**config.mk**
```make
export PLATFORM = sky130hd
export DESIGN_NAME = id_ex_pipeline_register
export DESIGN_NICKNAME = d
export VERILOG_FILES = /design/src/rtl/id_ex_pipeline_register_pkg.sv /design/src/rtl/id_ex_pipeline_register_operand_forward_mux.sv /design/src/rtl/id_ex_pipeline_register.sv
export SDC_FILE = /design/constraint.sdc
export NUM_CORES = 1
export LEC_CHECK = 0
export BUFFER_PORTS_ARGS = -buffer_cell sky130_fd_sc_hd__buf_2
export CAP_MARGIN = 0
export CORE_MARGIN = 10
export CORE_UTILIZATION = 30
export DETAILED_ROUTE_END_ITERATION = 12
export PLACE_DENSITY_LB_ADDON = 0.1
export SLEW_MARGIN = 30
export SYNTH_ARGS = -nofsm -noshare
export SYNTH_HDL_FRONTEND = slang
export SYNTH_SLANG_ARGS = --single-unit
```
**constraint.sdc**
```tcl
create_clock -name clk -period 1.9 [get_ports clk]
set_input_delay 0.095 -clock clk [delete_from_list [all_inputs] [get_ports clk]]
set_output_delay 0.095 -clock clk [all_outputs]
set_load 0.05 [all_outputs]
```
**src/rtl/id_ex_pipeline_register_pkg.sv**
```systemverilog
// ---------------------------------------------------------------------------
// id_ex_pipeline_register_pkg
// Shared widths and constants for the ID/EX pipeline register and its
// operand bypass mux.
//   DATA_BUS      operand width fed to the ALU
//   ALU_OP_WIDTH  width of the decoded ALU opcode
//   ALU_OP_NOP    opcode loaded into EX for a bubble
//   REG_ADDR_BUS  register-file address width
//   REG_ZERO      hard-wired zero register, never bypassed
//   fwd_sel_e     operand source chosen by the bypass mux
// ---------------------------------------------------------------------------
package id_ex_pipeline_register_pkg;

    localparam int DATA_BUS     = 32;
    localparam int ALU_OP_WIDTH = 4;
    localparam int REG_ADDR_BUS = 5;

    // Non-zero so a bubble is distinguishable from a cleared opcode field.
    localparam logic [ALU_OP_WIDTH-1:0] ALU_OP_NOP = 4'hF;
    localparam logic [REG_ADDR_BUS-1:0] REG_ZERO   = '0;

    typedef enum logic [1:0] {
        FWD_RF    = 2'd0,
        FWD_EXMEM = 2'd1,
        FWD_MEMWB = 2'd2
    } fwd_sel_e;

endpackage

```
**src/rtl/id_ex_pipeline_register_operand_forward_mux.sv**
```systemverilog
// ---------------------------------------------------------------------------
// operand_forward_mux
// Combinational bypass select for one source operand. EX/MEM wins over
// MEM/WB; register zero is never bypassed.
// Ports:
//   i_src_addr                     source register address
//   i_dflt_data                    data used when no bypass source matches
//   i_exmem_wb_en/_rd_addr/_result EX/MEM bypass source
//   i_memwb_wb_en/_rd_addr/_result MEM/WB bypass source
//   o_data                         selected operand
// ---------------------------------------------------------------------------
module operand_forward_mux
    import id_ex_pipeline_register_pkg::*;
#(
    parameter int DATA_WIDTH = DATA_BUS,
    parameter int ADDR_WIDTH = REG_ADDR_BUS
) (
    input  logic [ADDR_WIDTH-1:0] i_src_addr,
    input  logic [DATA_WIDTH-1:0] i_dflt_data,
    input  logic                  i_exmem_wb_en,
    input  logic [ADDR_WIDTH-1:0] i_exmem_rd_addr,
    input  logic [DATA_WIDTH-1:0] i_exmem_result,
    input  logic                  i_memwb_wb_en,
    input  logic [ADDR_WIDTH-1:0] i_memwb_rd_addr,
    input  logic [DATA_WIDTH-1:0] i_memwb_result,
    output logic [DATA_WIDTH-1:0] o_data
);

    fwd_sel_e w_sel;

    always_comb begin
        w_sel = FWD_RF;
        if (i_exmem_wb_en && (i_exmem_rd_addr != '0) && (i_exmem_rd_addr == i_src_addr))
            w_sel = FWD_EXMEM;
        else if (i_memwb_wb_en && (i_memwb_rd_addr != '0) && (i_memwb_rd_addr == i_src_addr))
            w_sel = FWD_MEMWB;
    end

    always_comb begin
        case (w_sel)
            FWD_EXMEM: o_data = i_exmem_result;
            FWD_MEMWB: o_data = i_memwb_result;
            default:   o_data = i_dflt_data;
        endcase
    end

endmodule

```
**src/rtl/id_ex_pipeline_register.sv**
```systemverilog
// ---------------------------------------------------------------------------
// id_ex_pipeline_register
// ID/EX pipeline register feeding the ALU. Resolves operand bypassing from
// EX/MEM and MEM/WB, detects hazards and refreshes held operands while the
// pipeline is stalled.
// Build option: define ID_EX_FORWARDING_EN to enable bypass + stall refresh
// with load-use hazard detection. Without it, operands come straight from the
// register file / immediate and any source match against an in-flight writer
// (EX, EX/MEM, MEM/WB) raises hazard_stall.
// Ports:
//   clk, rst_n (sync, active-low), stall, flush
//   id_*      decode slot (valid, op, addresses, data, imm, control)
//   exmem_*   EX/MEM bypass source,  memwb_* MEM/WB bypass source
//   ex_*      registered EX slot; ex_alu_en == ex_valid
//   hazard_stall  combinational; controller holds IF/ID while high
// ---------------------------------------------------------------------------
module id_ex_pipeline_register
    import id_ex_pipeline_register_pkg::*;
#(
    parameter int DATA_WIDTH     = DATA_BUS,
    parameter int REG_ADDR_WIDTH = REG_ADDR_BUS
) (
    input  logic                      clk,
    input  logic                      rst_n,
    input  logic                      stall,
    input  logic                      flush,
    input  logic                      id_valid,
    input  logic [ALU_OP_WIDTH-1:0]   id_alu_op,
    input  logic [REG_ADDR_WIDTH-1:0] id_rs_addr,
    input  logic [REG_ADDR_WIDTH-1:0] id_rt_addr,
    input  logic [DATA_WIDTH-1:0]     id_rs_data,
    input  logic [DATA_WIDTH-1:0]     id_rt_data,
    input  logic [DATA_WIDTH-1:0]     id_imm,
    input  logic                      id_use_imm,
    input  logic [REG_ADDR_WIDTH-1:0] id_rd_addr,
    input  logic                      id_wb_en,
    input  logic                      id_mem_read,
    input  logic                      exmem_wb_en,
    input  logic [REG_ADDR_WIDTH-1:0] exmem_rd_addr,
    input  logic [DATA_WIDTH-1:0]     exmem_result,
    input  logic                      memwb_wb_en,
    input  logic [REG_ADDR_WIDTH-1:0] memwb_rd_addr,
    input  logic [DATA_WIDTH-1:0]     memwb_result,
    output logic                      ex_valid,
    output logic                      ex_alu_en,
    output logic [ALU_OP_WIDTH-1:0]   ex_alu_op,
    output logic [DATA_WIDTH-1:0]     ex_rs,
    output logic [DATA_WIDTH-1:0]     ex_rt,
    output logic [REG_ADDR_WIDTH-1:0] ex_rs_addr,
    output logic [REG_ADDR_WIDTH-1:0] ex_rt_addr,
    output logic [REG_ADDR_WIDTH-1:0] ex_rd_addr,
    output logic                      ex_wb_en,
    output logic                      ex_mem_read,
    output logic                      ex_use_imm,
    output logic                      hazard_stall
);

    typedef struct packed {
        logic                      valid;
        logic [ALU_OP_WIDTH-1:0]   alu_op;
        logic [REG_ADDR_WIDTH-1:0] rs_addr;
        logic [REG_ADDR_WIDTH-1:0] rt_addr;
        logic [REG_ADDR_WIDTH-1:0] rd_addr;
        logic                      wb_en;
        logic                      mem_read;
        logic                      use_imm;
        logic [DATA_WIDTH-1:0]     rs;
        logic [DATA_WIDTH-1:0]     rt;
    } ex_slot_t;

    function automatic logic f_hit(input logic                      en,
                                   input logic [REG_ADDR_WIDTH-1:0] rd,
                                   input logic [REG_ADDR_WIDTH-1:0] src);
        return en && (rd != '0) && (rd == src);
    endfunction

    ex_slot_t r_ex;
    ex_slot_t w_bubble;
    ex_slot_t w_load;
    ex_slot_t w_hold;

    logic [DATA_WIDTH-1:0] w_ld_rs, w_ld_rt, w_rf_rs, w_rf_rt;
    logic                  w_exmem_fwd, w_memwb_fwd;

`ifdef ID_EX_FORWARDING_EN
    assign w_exmem_fwd = exmem_wb_en;
    assign w_memwb_fwd = memwb_wb_en;

    // Only a load in EX can't be bypassed in time; everything else forwards.
    assign hazard_stall = id_valid & r_ex.valid & r_ex.mem_read & (r_ex.rd_addr != '0) &
                          ((r_ex.rd_addr == id_rs_addr) |
                           (!id_use_imm & (r_ex.rd_addr == id_rt_addr)));
`else
    // Bypass sources masked off: the muxes degenerate to register-file data
    // and the hold path keeps the stored operands.
    assign w_exmem_fwd = 1'b0;
    assign w_memwb_fwd = 1'b0;

    logic w_hit_rs, w_hit_rt;
    assign w_hit_rs = f_hit(r_ex.valid & r_ex.wb_en, r_ex.rd_addr, id_rs_addr) |
                      f_hit(exmem_wb_en, exmem_rd_addr, id_rs_addr) |
                      f_hit(memwb_wb_en, memwb_rd_addr, id_rs_addr);
    assign w_hit_rt = f_hit(r_ex.valid & r_ex.wb_en, r_ex.rd_addr, id_rt_addr) |
                      f_hit(exmem_wb_en, exmem_rd_addr, id_rt_addr) |
                      f_hit(memwb_wb_en, memwb_rd_addr, id_rt_addr);
    assign hazard_stall = id_valid & (w_hit_rs | (!id_use_imm & w_hit_rt));
`endif

    // Load path: bypass the decode-slot operands.
    operand_forward_mux #(.DATA_WIDTH(DATA_WIDTH), .ADDR_WIDTH(REG_ADDR_WIDTH)) u_ld_rs (
        .i_src_addr(id_rs_addr), .i_dflt_data(id_rs_data),
        .i_exmem_wb_en(w_exmem_fwd), .i_exmem_rd_addr(exmem_rd_addr), .i_exmem_result(exmem_result),
        .i_memwb_wb_en(w_memwb_fwd), .i_memwb_rd_addr(memwb_rd_addr), .i_memwb_result(memwb_result),
        .o_data(w_ld_rs)
    );
    operand_forward_mux #(.DATA_WIDTH(DATA_WIDTH), .ADDR_WIDTH(REG_ADDR_WIDTH)) u_ld_rt (
        .i_src_addr(id_rt_addr), .i_dflt_data(id_rt_data),
        .i_exmem_wb_en(w_exmem_fwd), .i_exmem_rd_addr(exmem_rd_addr), .i_exmem_result(exmem_result),
        .i_memwb_wb_en(w_memwb_fwd), .i_memwb_rd_addr(memwb_rd_addr), .i_memwb_result(memwb_result),
        .o_data(w_ld_rt)
    );

    // Refresh path: default is the held operand, so no match means keep it.
    operand_forward_mux #(.DATA_WIDTH(DATA_WIDTH), .ADDR_WIDTH(REG_ADDR_WIDTH)) u_rf_rs (
        .i_src_addr(r_ex.rs_addr), .i_dflt_data(r_ex.rs),
        .i_exmem_wb_en(w_exmem_fwd), .i_exmem_rd_addr(exmem_rd_addr), .i_exmem_result(exmem_result),
        .i_memwb_wb_en(w_memwb_fwd), .i_memwb_rd_addr(memwb_rd_addr), .i_memwb_result(memwb_result),
        .o_data(w_rf_rs)
    );
    operand_forward_mux #(.DATA_WIDTH(DATA_WIDTH), .ADDR_WIDTH(REG_ADDR_WIDTH)) u_rf_rt (
        .i_src_addr(r_ex.rt_addr), .i_dflt_data(r_ex.rt),
        .i_exmem_wb_en(w_exmem_fwd), .i_exmem_rd_addr(exmem_rd_addr), .i_exmem_result(exmem_result),
        .i_memwb_wb_en(w_memwb_fwd), .i_memwb_rd_addr(memwb_rd_addr), .i_memwb_result(memwb_result),
        .o_data(w_rf_rt)
    );

    always_comb begin
        w_bubble        = '0;
        w_bubble.alu_op = ALU_OP_NOP;
    end

    always_comb begin
        w_load          = '0;
        w_load.valid    = id_valid;
        w_load.alu_op   = id_alu_op;
        w_load.rs_addr  = id_rs_addr;
        w_load.rt_addr  = id_rt_addr;
        w_load.rd_addr  = id_rd_addr;
        // Side effects only exist for a real instruction.
        w_load.wb_en    = id_valid & id_wb_en;
        w_load.mem_read = id_valid & id_mem_read;
        w_load.use_imm  = id_use_imm;
        w_load.rs       = w_ld_rs;
        w_load.rt       = id_use_imm ? id_imm : w_ld_rt;
    end

    always_comb begin
        w_hold = r_ex;
        if (r_ex.valid) begin
            w_hold.rs = w_rf_rs;
            if (!r_ex.use_imm)
                w_hold.rt = w_rf_rt;
        end
    end

    always_ff @(posedge clk) begin
        if (!rst_n)            r_ex <= w_bubble;
        else if (flush)        r_ex <= w_bubble;
        else if (stall)        r_ex <= w_hold;
        else if (hazard_stall) r_ex <= w_bubble;
        else                   r_ex <= w_load;
    end

    assign ex_valid    = r_ex.valid;
    assign ex_alu_en   = r_ex.valid;
    assign ex_alu_op   = r_ex.alu_op;
    assign ex_rs       = r_ex.rs;
    assign ex_rt       = r_ex.rt;
    assign ex_rs_addr  = r_ex.rs_addr;
    assign ex_rt_addr  = r_ex.rt_addr;
    assign ex_rd_addr  = r_ex.rd_addr;
    assign ex_wb_en    = r_ex.wb_en;
    assign ex_mem_read = r_ex.mem_read;
    assign ex_use_imm  = r_ex.use_imm;

endmodule
```
==> metrics.yaml, run 1 <==
outcome:
  outcome: "complete, but fails checks"
  failed_checks: "negative setup slack"
worst_hold_path:
  worst_hold_startpoint: "id_rs_data[15]"
  hold_path_class: "primary input to flip-flop"
  min_to: "ex_rs[15]"
  hold_depth: 3
routing:
  post_drt_via_cell_ratio: 5.37
  vias: 5125
  ant_nets: 0
  wl_per_cell_um: 19.3
  met3_length_mm: 1.41
  m1WireLength_mm: 8.19
  route.met2.wl_mm: 8.61
  highest_layer: "met4"
  wl_mm: 18.5
  dr.pass1.iters: 5
  drt_iter0_markers: 279
  drc: 0
global_route:
  antenna_found_initial: 0
  grt_pass1_wl_mm: 28.8
  grt_pass1_vias: 5254
  track_usage_pct: 16.2
  grt_max_degree: 99
  grt-ovfl-total: 0
logic_synthesis:
  syn_area_um2: 4780
  yosys-top-cells-count: "87 x dfxtp_1, 87 x o21ai_0, 48 x a32oi_1, 48 x o211ai_1, 45 x clkbuf_1"
  synth_top_area_cell: "dfxtp_1"
  synth.distinct_cells: 34
  synth-main-ff-cell: "dfxtp_1"
  yosysSeqAreaShare_pct: 36.5
  synth_seq_cells: 87
  syn_avg_cell_area_um2: 8.75
  synth_top_family_by_area: "compound AO/OA/AOI/OAI gates"
  synth.area.mux_share_pct: 6.71
  syn-instance-count: 546
  syn_nets: 745
  synthAdderAreaFrac_pct: 0
  synth_xor_area_share_pct: 5.50
  yosys.area_share.simple_pct: 5.32
  synthArstFlopShare_pct: 0
  synth_edf_count: 0
  synth_compound_area_share_pct: 38.6
  ys_warn_count: 0
  yosys-top-cells-area: "dfxtp_1 36%, o21ai_0 9.1%, a32oi_1 8.8%"
  synth_top_area_share_pct: 36.5
sta:
  fmax_mhz: 501
  max_slew.worst_pin.slew_ns: 0.530
  setup_viol: 37
  post-route-period-util_pct: 105
  setup_ws_ns: -0.0949
  finalClockSkew_ns: 0.00729
  rsz0062_at_grt: "yes"
  hold_viol_final: 0
  period_needed_ns: 1.99
  slew_headroom_pct: 64.7
  drv_slew: 0
  fin_worst_hold_slack_ns: 0.0144
finish:
  layout.nets: 933
  utilization_pct: 41.5
  area_delta_synth_final_pct: 36.9
  drive_above_1_share_pct: 38.6
  diodes: 0
  final_cells: 955
  final_cell_area_um2: 6540
  num-fill-cells: 1678
power:
  p_int_mw: 3.40
  power_frac_seq_pct: 39.4
  leakagePower_nw: 2.70
  ir_drop_mv: 0.405
  p_per_area_nw_per_um2: 768
  swShare_pct: 32.2
  combPwrFrac_pct: 23.4
  switching_power_mw: 1.62
  clkPwrFrac_pct: 37.2
clock_tree:
  cts_tree: "yes"
  numCtsBuffers: 9
  clockBufferDepth: 2
  insertion_delay_ns: 0.34
  clk_pin_slew_ns: 0.07
  clock-sinks: 87
  clockRootBuffer: "clkbuf_16"
  htreeDepth: 3
floorplanning:
  dieArea_um2: 21400
  dieWidth_um: 146
  num_rows: 46
  start_util_pct: 30.3
  core_um2: 15800
  die_h_um: 146
  ioPinCount: 288
critical_path:
  end_kind: "output port"
  setup.worst_path.class: "flip-flop to output port"
  arrival_ns: 1.90
  rr_endpoint: "ex_rt[9]"
  required_ns: 1.80
  r2r_cells: 7
  start_kind: "flip-flop"
  crit_path_max_fanout: 4
  r2r_slack_ns: -0.03
  worstReg2RegStart: "ex_rd_addr[0]"
place:
  place_hpwl_mm: 12.5
  port_buffers: 223
  dp.cells: 927
  placed_cell_area_um2: 6050
  place_congestion: 0.772
job:
  drv_cap: 0
[area by class of cell]
class	count	area, um2	area share [%]
repair buffers	252	1480	22.6
inverters	1	3.75	0.0574
clock inverters	4	51.3	0.785
clock buffers	12	258	3.94
multi-input cells	383	2720	41.6
well taps	216	270	4.13
flip-flops and latches	87	1760	26.9
[what timing repair did]
| action | in CTS | in global routing |
|---|---|---|
| pin swaps | 3 | 4 |
| gates resized for setup | 8 | 3 |
| gates cloned | 0 | 1 |
| hold buffers | 9 | 0 |
| buffers inserted | 2 | 0 |
| hold endpoints to repair | 9 | 0 |
| setup endpoints to repair | 2 | 85 |
[state kept, by name, indices dropped and copies added, names as in the netlist]
signal and cells:
ex_rt_addr 5, ex_use_imm 1, ex_rs_addr 5, ex_wb_en 1, ex_rt 32, ex_alu_en 1
ex_rd_addr 5, ex_alu_op 4, ex_rs 32, ex_mem_read 1
[worst max path at each step]
stage / to / startpoint / depth (start not counted) / slack (ns)
6_report: hazard_stall / ex_rd_addr[3] / 6 / -0.09
5_1_grt: hazard_stall / ex_rd_addr[0] / 6 / -0.15
4_1_cts: hazard_stall / ex_rd_addr[3] / 6 / -0.17
3_5_place_dp: ex_rt[9] / ex_rd_addr[1] / 6 / -0.006
3_3_place_gp: ex_rt[9] / ex_rd_addr[2] / 6 / -0.006
2_1_floorplan: hazard_stall / ex_rd_addr[0] / 6 / 0.02
[worst max-delay path, stage by stage, from the launching register on]
cell and delay (ns):
dfxtp_4 0.35, buf_6 0.12, or4_4 0.43, o211ai_4 0.19
o22ai_4 0.10, o21a_4 0.22, buf_8 0.15
[routing by layer]
layer,GRT usage (%),vias to the layer above
li1,-,2481
met1,20.2,2436
met2,25.7,190
met3,5.41,18
met4,5.16,0
met5,0,-
[cells by family after synthesis]
| group | count (synthesis) |
|---|---|
| AO/OA/AOI/OAI | 265 |
| flip-flops | 87 |
| buffers and inverters | 76 |
| multiplexers | 32 |
| XOR/XNOR | 30 |
| AND/OR/NAND/NOR | 56 |
[power groups by stage]
| stage | Clock (mW) | Sequential (mW) | Combinational [mW] |
|---|---|---|---|
| floorplan | 0 | 2.36 | 0.408 |
| global placement | 0 | 2.02 | 1.13 |
| detailed placement | 0 | 2.02 | 1.15 |
| CTS | 1.93 | 1.98 | 1.18 |
| global route | 1.99 | 1.99 | 1.26 |
| finish | 1.87 | 1.98 | 1.17 |
[layout by cell type, fill, tap and decap left out, drive strengths merged, types with 2 or more instances in the layout]
| cell | netlist | final |
|---|---|---|
| buf | 23 | 242 |
| o21ai | 120 | 120 |
| dfxtp | 87 | 87 |
| o211ai | 49 | 49 |
| a32oi | 48 | 48 |
| nor2 | 37 | 37 |
| mux2i | 32 | 32 |
| a22oi | 32 | 32 |
| xnor2 | 27 | 27 |
| clkbuf | 52 | 13 |
| dlygate4sd3 | 0 | 9 |
| o32a | 7 | 7 |
| nand2 | 6 | 6 |
| o21a | 5 | 5 |
| nand4 | 3 | 3 |
| xor2 | 3 | 3 |
| nand3 | 3 | 3 |
| or4 | 3 | 3 |
| o2111ai | 2 | 2 |
| inv | 1 | 2 |
[through the flow]
step | setup slack [ns] | power, mW | setup TNS [ns]
floorplan | 0.0153 | 2.77 | 0
detailed placement | -0.00552 | 3.17 | -0.00552
global route | -0.149 | 5.23 | -7.81
CTS | -0.168 | 5.09 | -0.169
finish | -0.0949 | 5.02 | -0.744
global placement | -0.00628 | 3.15 | -0.00628
No activity file was read; power rests on OpenSTA's default activity.
==> run 2: changes to the inputs <==
--- a/config.mk
+++ b/config.mk
@@ -5,11 +5,12 @@
 export SDC_FILE = /design/constraint.sdc
 export NUM_CORES = 1
 export LEC_CHECK = 0
-export BUFFER_PORTS_ARGS = -buffer_cell sky130_fd_sc_hd__buf_2
 export CAP_MARGIN = 0
 export CORE_MARGIN = 10
 export CORE_UTILIZATION = 30
 export DETAILED_ROUTE_END_ITERATION = 12
+export DONT_BUFFER_PORTS = 1
+export MAX_ROUTING_LAYER = met4
 export PLACE_DENSITY_LB_ADDON = 0.1
 export SLEW_MARGIN = 30
 export SYNTH_ARGS = -nofsm -noshare
==> run 2 against run 1 <==
The run still ends with negative setup slack left. Sequential power increased by 9%. Non-clock buffer count decreased by 130. Global-route usage increased by 0.27 points. Design area decreased by 4.1%. Die area unchanged. Via count decreased by 8.8%. Sequential cell count unchanged. Clock power decreased by 3%. Critical path depth decreased by 1. Highest routed layer unchanged.
==> metrics.yaml, run 2 (same netlist as run 1, synthesis figures left out) <==
routing:
  post_drt_via_cell_ratio: 5.68  # +5.9%
  drc: 0  # unchanged
  ant_nets: 0  # unchanged
  wl_per_cell_um: 21.8  # +13%
  wl_mm: 18.0  # -2.8%
  vias: 4676  # -8.8%
  drt_iter0_markers: 204  # -27%
  dr.pass1.iters: 5  # unchanged
sta:
  post-route-period-util_pct: 108  # +2.8 points
  setup_ws_ns: -0.147  # -0.0523 ns
  fin_worst_hold_slack_ns: 0.0183  # +0.00387 ns
  setup_viol: 16  # -57%
  slew_headroom_pct: 61.1  # -3.5 points
  period_needed_ns: 2.05  # +0.0523 ns
  rsz0062_at_grt: "yes"
  tns_ns: -0.546  # +0.198 ns
  finalClockSkew_ns: 0.00834  # +0.00105 ns
  fmax_mhz: 488  # -2.6%
  hold_viol_final: 0  # unchanged
  drv_slew: 0  # unchanged
  max_slew.worst_pin.slew_ns: 0.582  # +0.0524 ns
place:
  dp.cells: 750  # -19%
  port_buffers: 0  # -100%
  place_hpwl_mm: 12.0  # -4.1%
  dp_slack_ns: 0.0360  # +0.0415 ns
  placed_cell_area_um2: 5300  # -12%
  place_congestion: 0.723  # -6.3%
critical_path:
  r2r_cells: 6  # -1
  r2r_slack_ns: -0.11  # -0.08 ns
  start_kind: "flip-flop"
  crit_path_max_fanout: 3  # -1
  arrival_ns: 1.95  # +0.05 ns
  crit_start: "ex_rd_addr[1]"
  rr_endpoint: "ex_alu_en"
  endpoint: "hazard_stall"
  end_kind: "output port"
  required_ns: 1.80  # about the same
  worstReg2RegStart: "ex_rd_addr[1]"
  setup.worst_path.class: "flip-flop to output port"
global_route:
  antenna_found_initial: 0  # unchanged
  grtUsageMet2_pct: 24.7  # -0.96 points
  grt-ovfl-total: 0  # unchanged
  grt_max_degree: 99  # unchanged
  grt_use_met3_pct: 5.22  # -0.19 points
  grt_pass1_vias: 4742  # -9.7%
  use_met1_pct: 20.4  # +0.20 points
  track_usage_pct: 16.5  # +0.27 points
  grt-busiest-layer: "met2"
  grt_pass1_wl_mm: 27.9  # -3.0%
floorplanning:
  start_util_pct: 30.3  # unchanged
  dieArea_um2: 21400  # unchanged
  dieWidth_um: 146  # unchanged
  ioPinCount: 288  # unchanged
  num_rows: 46  # unchanged
  core_um2: 15800  # unchanged
  die_h_um: 146  # unchanged
power:
  ir_drop_mv: 0.377  # -6.8%
  p_per_area_nw_per_um2: 777  # +1.2%
  leakagePower_nw: 2.16  # -20%
  power.total_mw: 4.87  # -3.0%
worst_hold_path:
  hold_path_class: "primary input to flip-flop"
finish:
  ff_latch_area_um2: 1760  # unchanged
  area_delta_synth_final_pct: 31.2
  final_cells: 823  # -14%
  final_common_cell: "o21ai_0"
  diodes: 0  # unchanged
  layout.nets: 803  # -14%
  final_cell_mix: "86 x o21ai_0, 82 x dfxtp_1, 55 x dlygate4sd3_1, 55 x buf_4"
  drive_above_1_share_pct: 18.3  # -20 points
  utilization_pct: 39.7  # -1.7 points
  final_cell_area_um2: 6270  # -4.1%
  num-fill-cells: 1583  # -5.7%
  multi_input_area_um2: 2740  # +0.83%
clock_tree:
  clockBufferDepth: 2  # unchanged
  cts_tree: "yes"
  insertion_delay_ns: 0.34  # about the same
  htreeDepth: 3  # unchanged
  clk_pin_slew_ns: 0.07  # about the same
  numCtsBuffers: 9  # unchanged
  clock-sinks: 87  # unchanged
  clockRootBuffer: "clkbuf_16"
outcome:
  failed_checks: "negative setup slack"
  outcome: "complete, but fails checks"
job:
  drv_cap: 0  # unchanged
[run 2: changes by cell type in the layout (fill, tap and decap cells not counted), sizes merged]
| cell | before | now |
|---|---|---|
| bufbuf | 0 | 1 |
| dlygate4sd3 | 9 | 55 |
| clkbuf | 13 | 11 |
| clkinvlp | 1 | 0 |
| buf | 242 | 66 |
[run 2: metal layers]
layer | wire length [um] | vias up
met2 | 8310 | 190
li1 | - | 2230
met3 | 1480 | 21
met1 | 7840 | 2235
met4 | 328 | 0
met5 | 0 | -
[run 2: critical path, cell delays in order (launching register included)]
cell and delay (ns):
dfxtp_4 0.36, or4_4 0.55, o211ai_4 0.19, o22ai_4 0.10, buf_12 0.15, o21a_4 0.26
[run 2: layout make-up]
type                            instances  share of cell area [%]
Multi-Input combinational cell        383                    43.7
Sequential cell                        87                    28.1
Timing Repair Buffer                  122                    19.1
Tap cell                              216                    4.31
Clock buffer                           11                    4.05
Clock inverter                          3                   0.659
Inverter                                1                  0.0599
[run 2: timing repair]
| action | CTS | global route |
|---|---|---|
| setup buffers | 2 | 1 |
| pin swaps | 2 | 9 |
| gates resized for setup | 3 | 10 |
| gates cloned | 1 | 0 |
| endpoints found under the setup margin | 1 | 87 |
| endpoints found under the hold margin | 54 | 0 |
| hold buffers | 55 | 0 |
[run 2: power by group]
| part | switching (mW) | internal, mW |
|---|---|---|
| combinational | 0.538 | 0.357 |
| sequential | 0.233 | 1.92 |
| clock | 0.739 | 1.08 |
| total | 1.51 | 3.36 |
[run 2: worst min-delay path by stage]
stage | from | end | slack, ns | cells after the start
finish | id_valid | ex_alu_op[0] | 0.02 | 2
global route | id_valid | ex_alu_op[0] | 0.01 | 2
CTS | id_valid | ex_alu_op[0] | 0.001 | 2
detailed placement | id_rd_addr[3] | ex_rd_addr[3] | 0.26 | 2
global placement | id_rs_addr[4] | ex_rs_addr[4] | 0.26 | 2
floorplan | id_rd_addr[2] | ex_rd_addr[2] | 0.25 | 2
==> run 3: changes to the inputs <==
--- a/config.mk
+++ b/config.mk
@@ -6,10 +6,12 @@
 export NUM_CORES = 1
 export LEC_CHECK = 0
 export CAP_MARGIN = 0
+export CORE_ASPECT_RATIO = 0.8
 export CORE_MARGIN = 10
 export CORE_UTILIZATION = 30
 export DETAILED_ROUTE_END_ITERATION = 12
 export DONT_BUFFER_PORTS = 1
+export HOLD_SLACK_MARGIN = 0.02
 export MAX_ROUTING_LAYER = met4
 export PLACE_DENSITY_LB_ADDON = 0.1
 export SLEW_MARGIN = 30
==> run 3 against run 2 <==
The flow still finishes with violations (negative setup slack). Non-clock buffer count down 5. Sequential cell count unchanged. Critical path type unchanged. Combinational power fell by 2%. Largest cell class unchanged. Fmax up 2.4%.
==> metrics.yaml, run 3 (same netlist as run 1, synthesis figures left out) <==
place:
  place_hpwl_mm: 11.9  # -0.88%
  place_congestion: 0.741  # +2.4%
  placed_cell_area_um2: 5240  # -1.1%
  port_buffers: 0  # unchanged
  dp.cells: 743  # -0.93%
sta:
  slew_headroom_pct: 61.3  # +0.12 points
  drv_slew: 0  # unchanged
  period_needed_ns: 2.00  # -0.0472 ns
  setup_viol: 15  # -1
  post-route-period-util_pct: 105  # -2.5 points
  setup_ws_ns: -0.100  # +0.0472 ns
  max_slew.worst_pin.slew_ns: 0.581  # -0.00103 ns
  rsz0062_at_grt: "yes"
  finalClockSkew_ns: 0.00724  # -0.00110 ns
  fmax_mhz: 500  # +2.4%
  tns_ns: -0.359  # +0.188 ns
  hold_viol_final: 0  # unchanged
finish:
  area_delta_synth_final_pct: 30.0
  final_cell_mix: "87 x o21ai_0, 82 x dfxtp_1, 55 x dlygate4sd3_1, 52 x buf_4"
  drive_above_1_share_pct: 17.1  # -1.2 points
  final_cell_area_um2: 6210  # -0.90%
  layout.nets: 798  # -0.62%
  final_common_cell: "o21ai_0"
  final_cells: 819  # -0.49%
  diodes: 0  # unchanged
power:
  combPwrFrac_pct: 18.1  # -0.3 points
  switching_power_mw: 1.49  # -1.4%
  swShare_pct: 30.5  # -0.45 points
  power.total_mw: 4.88  # about the same
  p_per_area_nw_per_um2: 785  # +0.98%
  leakagePower_nw: 2.13  # -1.5%
  power_frac_seq_pct: 44.2  # about the same
  clkPwrFrac_pct: 37.7  # +0.3 points
  p_int_mw: 3.39  # +0.73%
  ir_drop_mv: 0.393  # +4.2%
routing:
  post_drt_via_cell_ratio: 5.65  # -0.52%
  drt_iter0_markers: 314  # +54%
  vias: 4629  # -1.0%
  dr.pass1.iters: 4  # -1
  drc: 0  # unchanged
  wl_mm: 18.0  # +0.16%
  wl_per_cell_um: 22.0  # +0.65%
  ant_nets: 0  # unchanged
global_route:
  track_usage_pct: 16.4  # -0.082 points
  grt_pass1_wl_mm: 27.9  # +0.20%
  grt_max_degree: 99  # unchanged
  grt_pass1_vias: 4641  # -2.1%
  antenna_found_initial: 0  # unchanged
  grt-ovfl-total: 0  # unchanged
floorplanning:
  core_um2: 15700  # -0.46%
  ioPinCount: 288  # unchanged
  die_h_um: 133  # -9.1%
  dieWidth_um: 161  # +10%
  dieArea_um2: 21400  # +0.15%
  start_util_pct: 30.4  # +0.14 points
  num_rows: 41  # -11%
critical_path:
  path_cells: "or4_4 -> o211ai_4 -> o22ai_4 -> buf_12 -> o21a_4"
  end_kind: "output port"
  critPathMaxStageDelay_ns: 0.54  # about the same
  rr_endpoint: "ex_alu_op[3]"
  crit_path_max_fanout: 2  # -1
  r2r_slack_ns: -0.06  # +0.05 ns
  required_ns: 1.80  # about the same
  crit_family: "simple AND/OR/NAND/NOR gates"
  critPathBufInv: 1  # unchanged
  setup.worst_path.class: "flip-flop to output port"
  arrival_ns: 1.90  # -0.05 ns
  worstReg2RegStart: "ex_rd_addr[0]"
  r2r_cells: 6  # unchanged
  start_kind: "flip-flop"
  cp_slowest_cell: "or4_4"
clock_tree:
  clockRootBuffer: "clkbuf_16"
  clock-sinks: 87  # unchanged
  numCtsBuffers: 9  # unchanged
  clk_pin_slew_ns: 0.06  # about the same
  cts_tree: "yes"
  clockBufferDepth: 2  # unchanged
  insertion_delay_ns: 0.34  # about the same
  htreeDepth: 3  # unchanged
worst_hold_path:
  hold_path_class: "primary input to flip-flop"
  hold_depth: 4  # +2
  min_to: "ex_rt[5]"
  worst_hold_startpoint: "id_rt_data[5]"
outcome:
  failed_checks: "negative setup slack"
  outcome: "complete, but fails checks"
job:
  drv_cap: 0  # unchanged
-- run 3: changes by cell type in the layout (fill, tap and decap cells not counted), moves of 2 or more --
cell	previous run	this run
xnor2_2	4	0
buf_6	2	0
xnor2_1	23	27
buf_4	55	52
clkbuf_8	0	2
-- run 3: through the flow --
stage | hold WS, ns | worst slack, ns | utilization [%]
after floorplan | 0.249 | 0.0153 | -
after global routing | 0.104 | -0.183 | 39.6
after CTS | 0.0631 | -0.169 | 39.4
final | 0.0810 | -0.100 | 39.6
after detailed placement | 0.262 | 0.0490 | 33.4
after global placement | 0.257 | 0.0618 | 33.4
-- run 3: what timing repair did --
action	CTS	global route
gates resized for setup	3	6
pin swaps	2	2
hold endpoints to repair	54	0
gates cloned	1	0
setup buffers	4	0
endpoints found under the setup margin	1	60
hold buffers	55	0
-- run 3: power groups by stage --
stage / clock network (mW) / registers (mW) / logic [mW]
finish: 1.84 / 2.15 / 0.882
global route: 1.99 / 2.16 / 0.950
CTS: 1.92 / 2.16 / 0.887
detailed placement: 0 / 2.20 / 0.757
global placement: 0 / 2.20 / 0.747
floorplan: 0 / 2.36 / 0.408
-- run 3: worst max path at each step --
stage | end | start | cells after the start
2_1_floorplan | hazard_stall | ex_rd_addr[0] | 6
3_3_place_gp | hazard_stall | ex_rd_addr[1] | 6
3_5_place_dp | ex_rs[19] | ex_rd_addr[1] | 6
4_1_cts | hazard_stall | ex_rd_addr[0] | 5
5_1_grt | hazard_stall | ex_rd_addr[0] | 5
6_report | hazard_stall | ex_rd_addr[0] | 5
-- run 3: worst reg2reg max path, stage by stage (launching register included) --
cell and delay (ns):
dfxtp_4 0.34, or4_4 0.54, o211ai_4 0.19, o22ai_4 0.10, buf_4 0.18, bufbuf_16 0.30, o21a_1 0.20
-- run 3: per-layer routing --
| metal | track usage (%) | vias up | wire length [um] |
|---|---|---|---|
| met1 | 19.6 | 2236 | 7610 |
| met4 | 3.88 | 0 | 193 |
| met2 | 25.3 | 179 | 8620 |
| li1 | - | 2203 | - |
| met3 | 6.51 | 11 | 1550 |
| met5 | - | - | 0 |
-- run 3: layout make-up --
cell class	instances	area (um2)
sequential	87	1760
clock buffer	15	310
timing repair buffer	117	1150
multi-input combinational	383	2710
inverter	1	3.75
tap	215	269
clock inverter	1	5.00
fill	1597	9490
